## src/rtl/inst_buffer_pkg.sv

```systemverilog
// inst_buffer_pkg
//   Shared types and defaults for the instruction buffer between fetch and
//   the decoder lanes.
//   - inst_t / addr_t : 32-bit instruction word and address.
//   - NOP            : addi x0,x0,0, shown on decoder lanes with no instruction.
//   - ib_entry_t     : one buffered {inst, pc} pair.
//   - IB_* defaults  : default geometry of the buffer.
package inst_buffer_pkg;

  typedef logic [31:0] inst_t;
  typedef logic [31:0] addr_t;

  localparam inst_t NOP = 32'h0000_0013;

  typedef struct packed {
    inst_t inst;
    addr_t pc;
  } ib_entry_t;

  localparam int IB_DEPTH          = 8;
  localparam int IB_FETCH_WIDTH    = 2;
  localparam int IB_DISPATCH_WIDTH = 2;

endpackage

```

## src/rtl/inst_buffer.sv

```systemverilog
// inst_buffer
//   In-order circular instruction queue. Fetch enqueues up to FETCH_WIDTH
//   instructions per cycle; the oldest DISPATCH_WIDTH entries are presented
//   to the decoder lanes and dispatch_count of them retire each cycle.
// Ports
//   clock          : system clock, rising edge
//   reset          : synchronous active-high reset (priority over flush)
//   flush          : squash all contents; drops this cycle's fetch group
//   fetch_valid    : contiguous-from-lane-0 valid mask of the fetch group
//   fetch_inst/pc  : fetch group, lane 0 oldest
//   fetch_ready    : room for a full fetch group (registered count only)
//   dec_valid      : decoder lane i holds a real instruction
//   dec_inst/pc    : decoder lane contents, NOP / 0 when not valid
//   dispatch_count : lanes consumed this cycle, starting at lane 0
//   count          : current occupancy
module inst_buffer
  import inst_buffer_pkg::*;
#(
  parameter int DEPTH          = IB_DEPTH,
  parameter int FETCH_WIDTH    = IB_FETCH_WIDTH,
  parameter int DISPATCH_WIDTH = IB_DISPATCH_WIDTH,
  localparam int PTR_W = $clog2(DEPTH),
  localparam int CNT_W = $clog2(DEPTH + 1),
  localparam int DC_W  = $clog2(DISPATCH_WIDTH + 1)
) (
  input  logic                              clock,
  input  logic                              reset,
  input  logic                              flush,
  input  logic [FETCH_WIDTH-1:0]            fetch_valid,
  input  inst_t [FETCH_WIDTH-1:0]           fetch_inst,
  input  addr_t [FETCH_WIDTH-1:0]           fetch_pc,
  output logic                              fetch_ready,
  output logic [DISPATCH_WIDTH-1:0]         dec_valid,
  output inst_t [DISPATCH_WIDTH-1:0]        dec_inst,
  output addr_t [DISPATCH_WIDTH-1:0]        dec_pc,
  input  logic [DC_W-1:0]                   dispatch_count,
  output logic [CNT_W-1:0]                  count
);

  ib_entry_t        entries [DEPTH];
  logic [PTR_W-1:0] head;
  logic [PTR_W-1:0] tail;
  logic             enq_en;
  logic [CNT_W-1:0] enq_n;
  logic [CNT_W-1:0] deq_n;
  logic [CNT_W-1:0] dc_ext;

  // The mask is contiguous from lane 0, so its population count is also the
  // number of leading valid lanes.
  function automatic logic [CNT_W-1:0] popcount(input logic [FETCH_WIDTH-1:0] mask);
    logic [CNT_W-1:0] n;
    n = '0;
    for (int k = 0; k < FETCH_WIDTH; k++) begin
      n = n + CNT_W'(mask[k]);
    end
    return n;
  endfunction

  assign fetch_ready = (CNT_W'(DEPTH) - count) >= CNT_W'(FETCH_WIDTH);
  assign enq_en      = fetch_ready && !flush && !reset;
  assign enq_n       = enq_en ? popcount(fetch_valid) : '0;
  assign dc_ext      = CNT_W'(dispatch_count);
  // Over-dispatch is illegal; clamp so the pointers never pass each other.
  assign deq_n       = (dc_ext > count) ? count : dc_ext;

  always_ff @(posedge clock) begin
    if (reset || flush) begin
      head  <= '0;
      tail  <= '0;
      count <= '0;
    end else begin
      head  <= head + PTR_W'(deq_n);
      tail  <= tail + PTR_W'(enq_n);
      count <= count + enq_n - deq_n;
    end
  end

  // Storage carries no reset; stale entries are never shown because the
  // output lanes are gated by count.
  always_ff @(posedge clock) begin
    if (enq_en) begin
      for (int k = 0; k < FETCH_WIDTH; k++) begin
        if (fetch_valid[k]) begin
          entries[tail + PTR_W'(k)] <= '{inst: fetch_inst[k], pc: fetch_pc[k]};
        end
      end
    end
  end

  always_comb begin
    dec_valid = '0;
    dec_inst  = '0;
    dec_pc    = '0;
    for (int i = 0; i < DISPATCH_WIDTH; i++) begin
      dec_valid[i] = count > CNT_W'(i);
      if (dec_valid[i]) begin
        dec_inst[i] = entries[head + PTR_W'(i)].inst;
        dec_pc[i]   = entries[head + PTR_W'(i)].pc;
      end else begin
        dec_inst[i] = NOP;
        dec_pc[i]   = '0;
      end
    end
  end

  a_no_over_dispatch : assert property (
    @(posedge clock) disable iff (reset) (dc_ext <= count)
  ) else $error("inst_buffer: dispatch_count %0d exceeds count %0d", dispatch_count, count);

endmodule

```

## config.mk

```make
export PLATFORM = sky130hd
export DESIGN_NAME = inst_buffer
export DESIGN_NICKNAME = d
export VERILOG_FILES = /design/src/rtl/inst_buffer_pkg.sv /design/src/rtl/inst_buffer.sv
export SDC_FILE = /design/constraint.sdc
export NUM_CORES = 1
export LEC_CHECK = 0
export ABC_AREA = 1
export BUFFER_PORTS_ARGS = -buffer_cell sky130_fd_sc_hd__clkbuf_2
export CAP_MARGIN = 20
export CORE_MARGIN = 4
export CORE_UTILIZATION = 45
export DETAILED_ROUTE_END_ITERATION = 7
export SLEW_MARGIN = 15
export SYNTH_ARGS = -nofsm -noshare
export SYNTH_HDL_FRONTEND = slang
export SYNTH_SLANG_ARGS = --single-unit
```

## constraint.sdc

```tcl
create_clock -name clock -period 4.54 [get_ports clock]
set_input_delay 0.454 -clock clock [delete_from_list [all_inputs] [get_ports clock]]
set_output_delay 0.454 -clock clock [all_outputs]
set_load 0.02 [all_outputs]
```

# After elaboration in Yosys (flattened, before gate mapping)
# Memories as Yosys holds them, arrays and structs flattened. A register that Yosys moved wholly into a read port is not among the register bits.
# Cells that the tools add are included.
# Widths: inputs -> output; s select.
dict set report word_totals {
  regBits 10
  mem_bits_rw 512
  inputBits 135
  output_inout_bits 135
  word_cells 34
  mem_count 1
}
dict set report classes {
  addsub 8
  magnitude_cmp 4
  n_mux 13
  n_reduce_logical 5
}
# memory words word_bits rd rd_clocked_by_memory_dff write_ports line_no
set memory_table {}
lappend memory_table {entries 8 64 2 1 2 inst_buffer.sv:40} ;# ib_entry_t entries [DEPTH];
# op count
set op_table {}
lappend op_table {{$mux 32} 4}
lappend op_table {{$gt 4x1->1 const B} 2}
lappend op_table {{$add 3x1->3 const B} 2}
lappend op_table {{$mux 1} 6}
lappend op_table {{$add 4x2->4} 1}
lappend op_table {{$ge 4x2->1 const B} 1}
lappend op_table {{$gt 2x4->1} 1}
lappend op_table {{$mux 4} 1}
lappend op_table {{$sub 4x4->4} 1}
lappend op_table {{$sub 4x4->4 const A} 1}
lappend op_table {{$add 3x2->3} 1}
lappend op_table {{$add 3x3->3} 1}
lappend op_table {{$mux 3} 1}
lappend op_table {{$add 1x1->2} 1}
lappend op_table {{$logic_and 1x1->1} 2}
lappend op_table {{$logic_not 1->1} 2}
lappend op_table {{$mux 2} 1}
lappend op_table {{$logic_or 1x1->1} 1}

# Longest topological paths before layout
dict set report depth {
  word_depth 7
  ltp_mapped 16
  mapped_depth_nobuf 15
}

# Worst setup path before layout
# OpenSTA, ideal clock, no wires.
dict set report synth_timing {
  kind {register -> register}
  startpoint {register count[1]}
  endpoint {memory entries[0][0] in the netlist's numbering, enable pin}
  setup_ns 0.424
  arrival_time_ns 3.269
  required_time_ns 4.116
  path_slack_ns 0.848
  path_stages_with_launch 12
  path_buffers 1
  synth_period_minus_slack_ns 3.692
  cell_sequence {dfxtp_1 > inv_1 > ha_1 > nor2_1 > nand2_1 > nor2_1 > nand3_1 > buf_2 > nand2_1 > nor2_1 > nand2_1 > nand2_1}
}
# element line_no
set synth_rtl {}
lappend synth_rtl {{from (decl)} inst_buffer.sv:37} ;# output logic [CNT_W-1:0] count
lappend synth_rtl {{from (signal assigned)} inst_buffer.sv:74} ;# count <= count + enq_n - deq_n;
lappend synth_rtl {{to (decl)} inst_buffer.sv:40}

==> results by group <==
Clock network
  • Root buf cell: clkbuf_16
  • Clock slew at reported path FFs: around 0.060 ns
  • Number of H-tree levels: 2
  • Clk Latency, worst-skew pair: 0.63 ns
  • Inserted Clock Buffers: 60
  • # hold bufs at CTS: 0
  • CTS tree: yes
  • CTS Buffer Depth: 3
  • Post-CTS setup buffers: 0
  • Clk sinks: between 500 and 600
  • Post-cts resize count: 0

Route
  • Iteration count of the initial detailed-routing pass: 6
  • Via/cell ratio: about 5.6
  • Avg WL per Cell: about 21 um
  • Total number of vias: just over 30000
  • Final ANT Viol Nets: 0
  • Routed WL: between 100000 and 150000 um
  • # DRC: 0
  • Initial DRC count: between 3000 and 4000

Power
  • Power share of the combinational group: 41.1%
  • PD cells: approximately 490 nW/um^2
  • Clk pwr share: 27.1%
  • Leak Pwr: ~16 nW
  • Int Pwr: ~10 mW
  • Flop pwr share: a little under a third
  • Sw power: approximately 7.4 mW
  • Switching Share: a little over two fifths
  • VDD IR-drop max: between 0.5 and 0.6 mV

STA
  • Final hold vios: 0
  • Setup tns final: 0 ns
  • Final period util: roughly nine tenths
  • RSZ-0062 raised after global routing: false
  • Slew Limit Fails: 0
  • Worst clock skew: between 0.015 and 0.02 ns
  • Min Tclk post-route: a little over 4 ns
  • Max transition margin: 23.2%
  • Tightest Pin Transition: ~1.2 ns
  • Final Setup Violations: 0
  • FMAX: ~240 MHz

Synthesis
  • Main combinational cell family by area after synthesis: simple AND/OR/NAND/NOR gates
  • Xor/xnor share of the synthesized area: less than 1%
  • Seq cells post-synth: 522
  • Syn Area/Cell: 7.34 sq um
  • Cell Area, Synth: about 33000 sq um
  • Largest area contributor in the netlist: edfxtp_1
  • Post-Synth Simple-Gate Area: about a third
  • Synth Instances: between 4000 and 5000
  • Post-Synth Adder-Cell Area: less than 1%
  • Number of synthesized flops with an enable pin: between 500 and 600
  • Most numerous cell in the Yosys netlist: nand2_1
  • Count of different cell masters after synthesis: 30
  • Post-synthesis compound-gate area fraction: around an eighth
  • Syn. warnings: 0
  • Mux share of post-synthesis cell area: 0%
  • Async set or reset register ratio after synthesis: 0%
  • Sequential area share after synthesis: a little under half
  • Top post-synthesis cells by count: 1975 x nand2_1, 512 x edfxtp_1, 331 x nor2_1
  • Ys flop type: edfxtp_1
  • Top cell type's share of synthesized area: a little under half
  • Syn Nets: between 4000 and 5000
  • Area contributors post-synth: edfxtp_1 47%, nand2_1 23%, o21ai_0 4.9%, nor2_1 3.8%, nand3_1 3.4%

Worst setup path
  • Slowest CP cell: dfxtp_4
  • Startpoint types: register
  • Critical R2R Launch: count[1]
  • Crit end category: primary output
  • Critical Path Source: head[1]
  • R2r setup slk: 0.97 ns
  • Worst EP required: around 4.1 ns
  • Largest fanout on the critical path: 43
  • R2r worst-path depth: 11
  • Worst EP arrival: around 3.6 ns
  • Max stage delay on crit path: about 0.83 ns
  • Setup CP Type: reg -> out
  • Worst path cell trace: ha_4, inv_4, buf_4, o21ai_0, o211a_1, nor3_1, clkbuf_2
  • R2R Path End: entries[4][42]

Global route
  • Pin count of the biggest net entering global routing: 204
  • Initial antenna violation count: 11
  • Grt total ovfl: 0
  • First-pass GRT wire length: ~170000 um
  • Vias in the first global route: 28000
  • GRT Total Usage: between 20% and 30%

Placed design
  • GPL Wtd Cong: around 0.83
  • Hpwl dp: approximately 65000 um
  • PortBufs: approximately 270

Cells and area
  • Final Util: around half
  • Fraction of layout instances using a drive strength above 1: 10.0%
  • Area Growth Syn to Fin: 10.0%
  • # nets final: 4579

Floorplan
  • I/O pin total: 270
  • Core box area: just over 70000 sq um
  • Chip Width: between 200 and 300 um
  • Die area: between 70000 and 80000 sq um
  • Rows: approximately 100
  • Starting Density: around 46%
  • Chip Height: approximately 280 um

Job
  • # Max-Cap Violations: 0

Hold path
  • Hold depth: 3
  • Hold Path End: entries[0][33]
  • Hold Path Class: in -> reg
  • Worst Hold Launch: fetch_inst[33]

Status
  • Status: completed
[power groups by stage]
stage               clock, mW  combinational (mW)  sequential [mW]
detailed placement          0                7.25             5.72
floorplan                   0                4.69             5.67
global placement            0                7.24             5.72
finish                   4.78                7.28             5.62
global route             5.02                7.91             5.64
CTS                      4.83                7.27             5.62
[registers in the layout, indices dropped and copies added, names as in the netlist]
signal   cells
tail         3
entries    512
count        4
head         3
[stage by stage]
step	total power [mW]	hold WS [ns]	instances	setup slack (ns)	area, sq um
floorplan	10.4	0.592	4473	0.848	32800
global placement	13.0	0.638	5311	1.07	34200
detailed placement	13.0	0.627	5311	1.07	34200
CTS	17.7	0.183	5418	0.422	36100
global route	18.6	0.213	5421	0.317	36100
finish	17.7	0.212	5425	0.455	36100
[cell usage in the layout (no fill, tap or decap), drive strengths merged]
master / count
a22oi: 1
a21oi: 192
dfxtp: 10
ha: 18
nand4: 8
nor3b: 1
o211a: 58
nor2: 339
or2: 3
o22ai: 58
nor3: 67
diode: 7
o21ai: 325
xnor2: 3
clkinvlp: 3
clkbuf: 342
bufinv: 5
nand2: 1975
buf: 65
fa: 3
nand3: 226
clkinv: 28
inv: 164
edfxtp: 512
xor2: 2
o211ai: 60
[cells by family after synthesis]
family,Yosys count
buffers and inverters,612
xor gates and xnor gates,5
and+or+nand+nor,2619
AOI/OAI and AO/OA,694
DFF,522
adders and majority gates,21
[how the worst max path moves through the flow]
stage          cells after the start             end  slack [ns]
3_3_place_gp                      11  entries[4][41]        1.07
2_1_floorplan                     11   entries[0][0]        0.85
5_1_grt                            7      dec_pc[45]        0.32
4_1_cts                            7      dec_pc[45]        0.42
6_report                           7      dec_pc[45]        0.46
3_5_place_dp                      11  entries[4][41]        1.07
[layout make-up]
type	instances	area (sq um)
tap	950	1190
fill	6988	35700
multi-input combinational	3339	14700
sequential	522	15600
clock buffer	73	1590
clock inverter	34	298
timing repair buffer	334	2070
antenna	7	17.5
inverter	166	637
[critical path, delay by kind of cell, from the launching register on]
kind / cells / cell delay [ns]
buffers and inverters: 3 / 1.16
DFF: 1 / 0.83
AOI/OAI and AO/OA: 2 / 0.40
adders and majority gates: 1 / 0.33
and+or+nand+nor: 1 / 0.27
[routing by layer]
layer / up-vias / track usage (%) / wire length, um
li1: 14500 / - / -
met1: 14300 / 38.8 / 48000
met2: 1359 / 48.8 / 55500
met3: 227 / 4.21 / 9110
met4: 8 / 8.62 / 3440
met5: - / 0 / 43
Note: power is estimated with default switching activity, not from simulation.
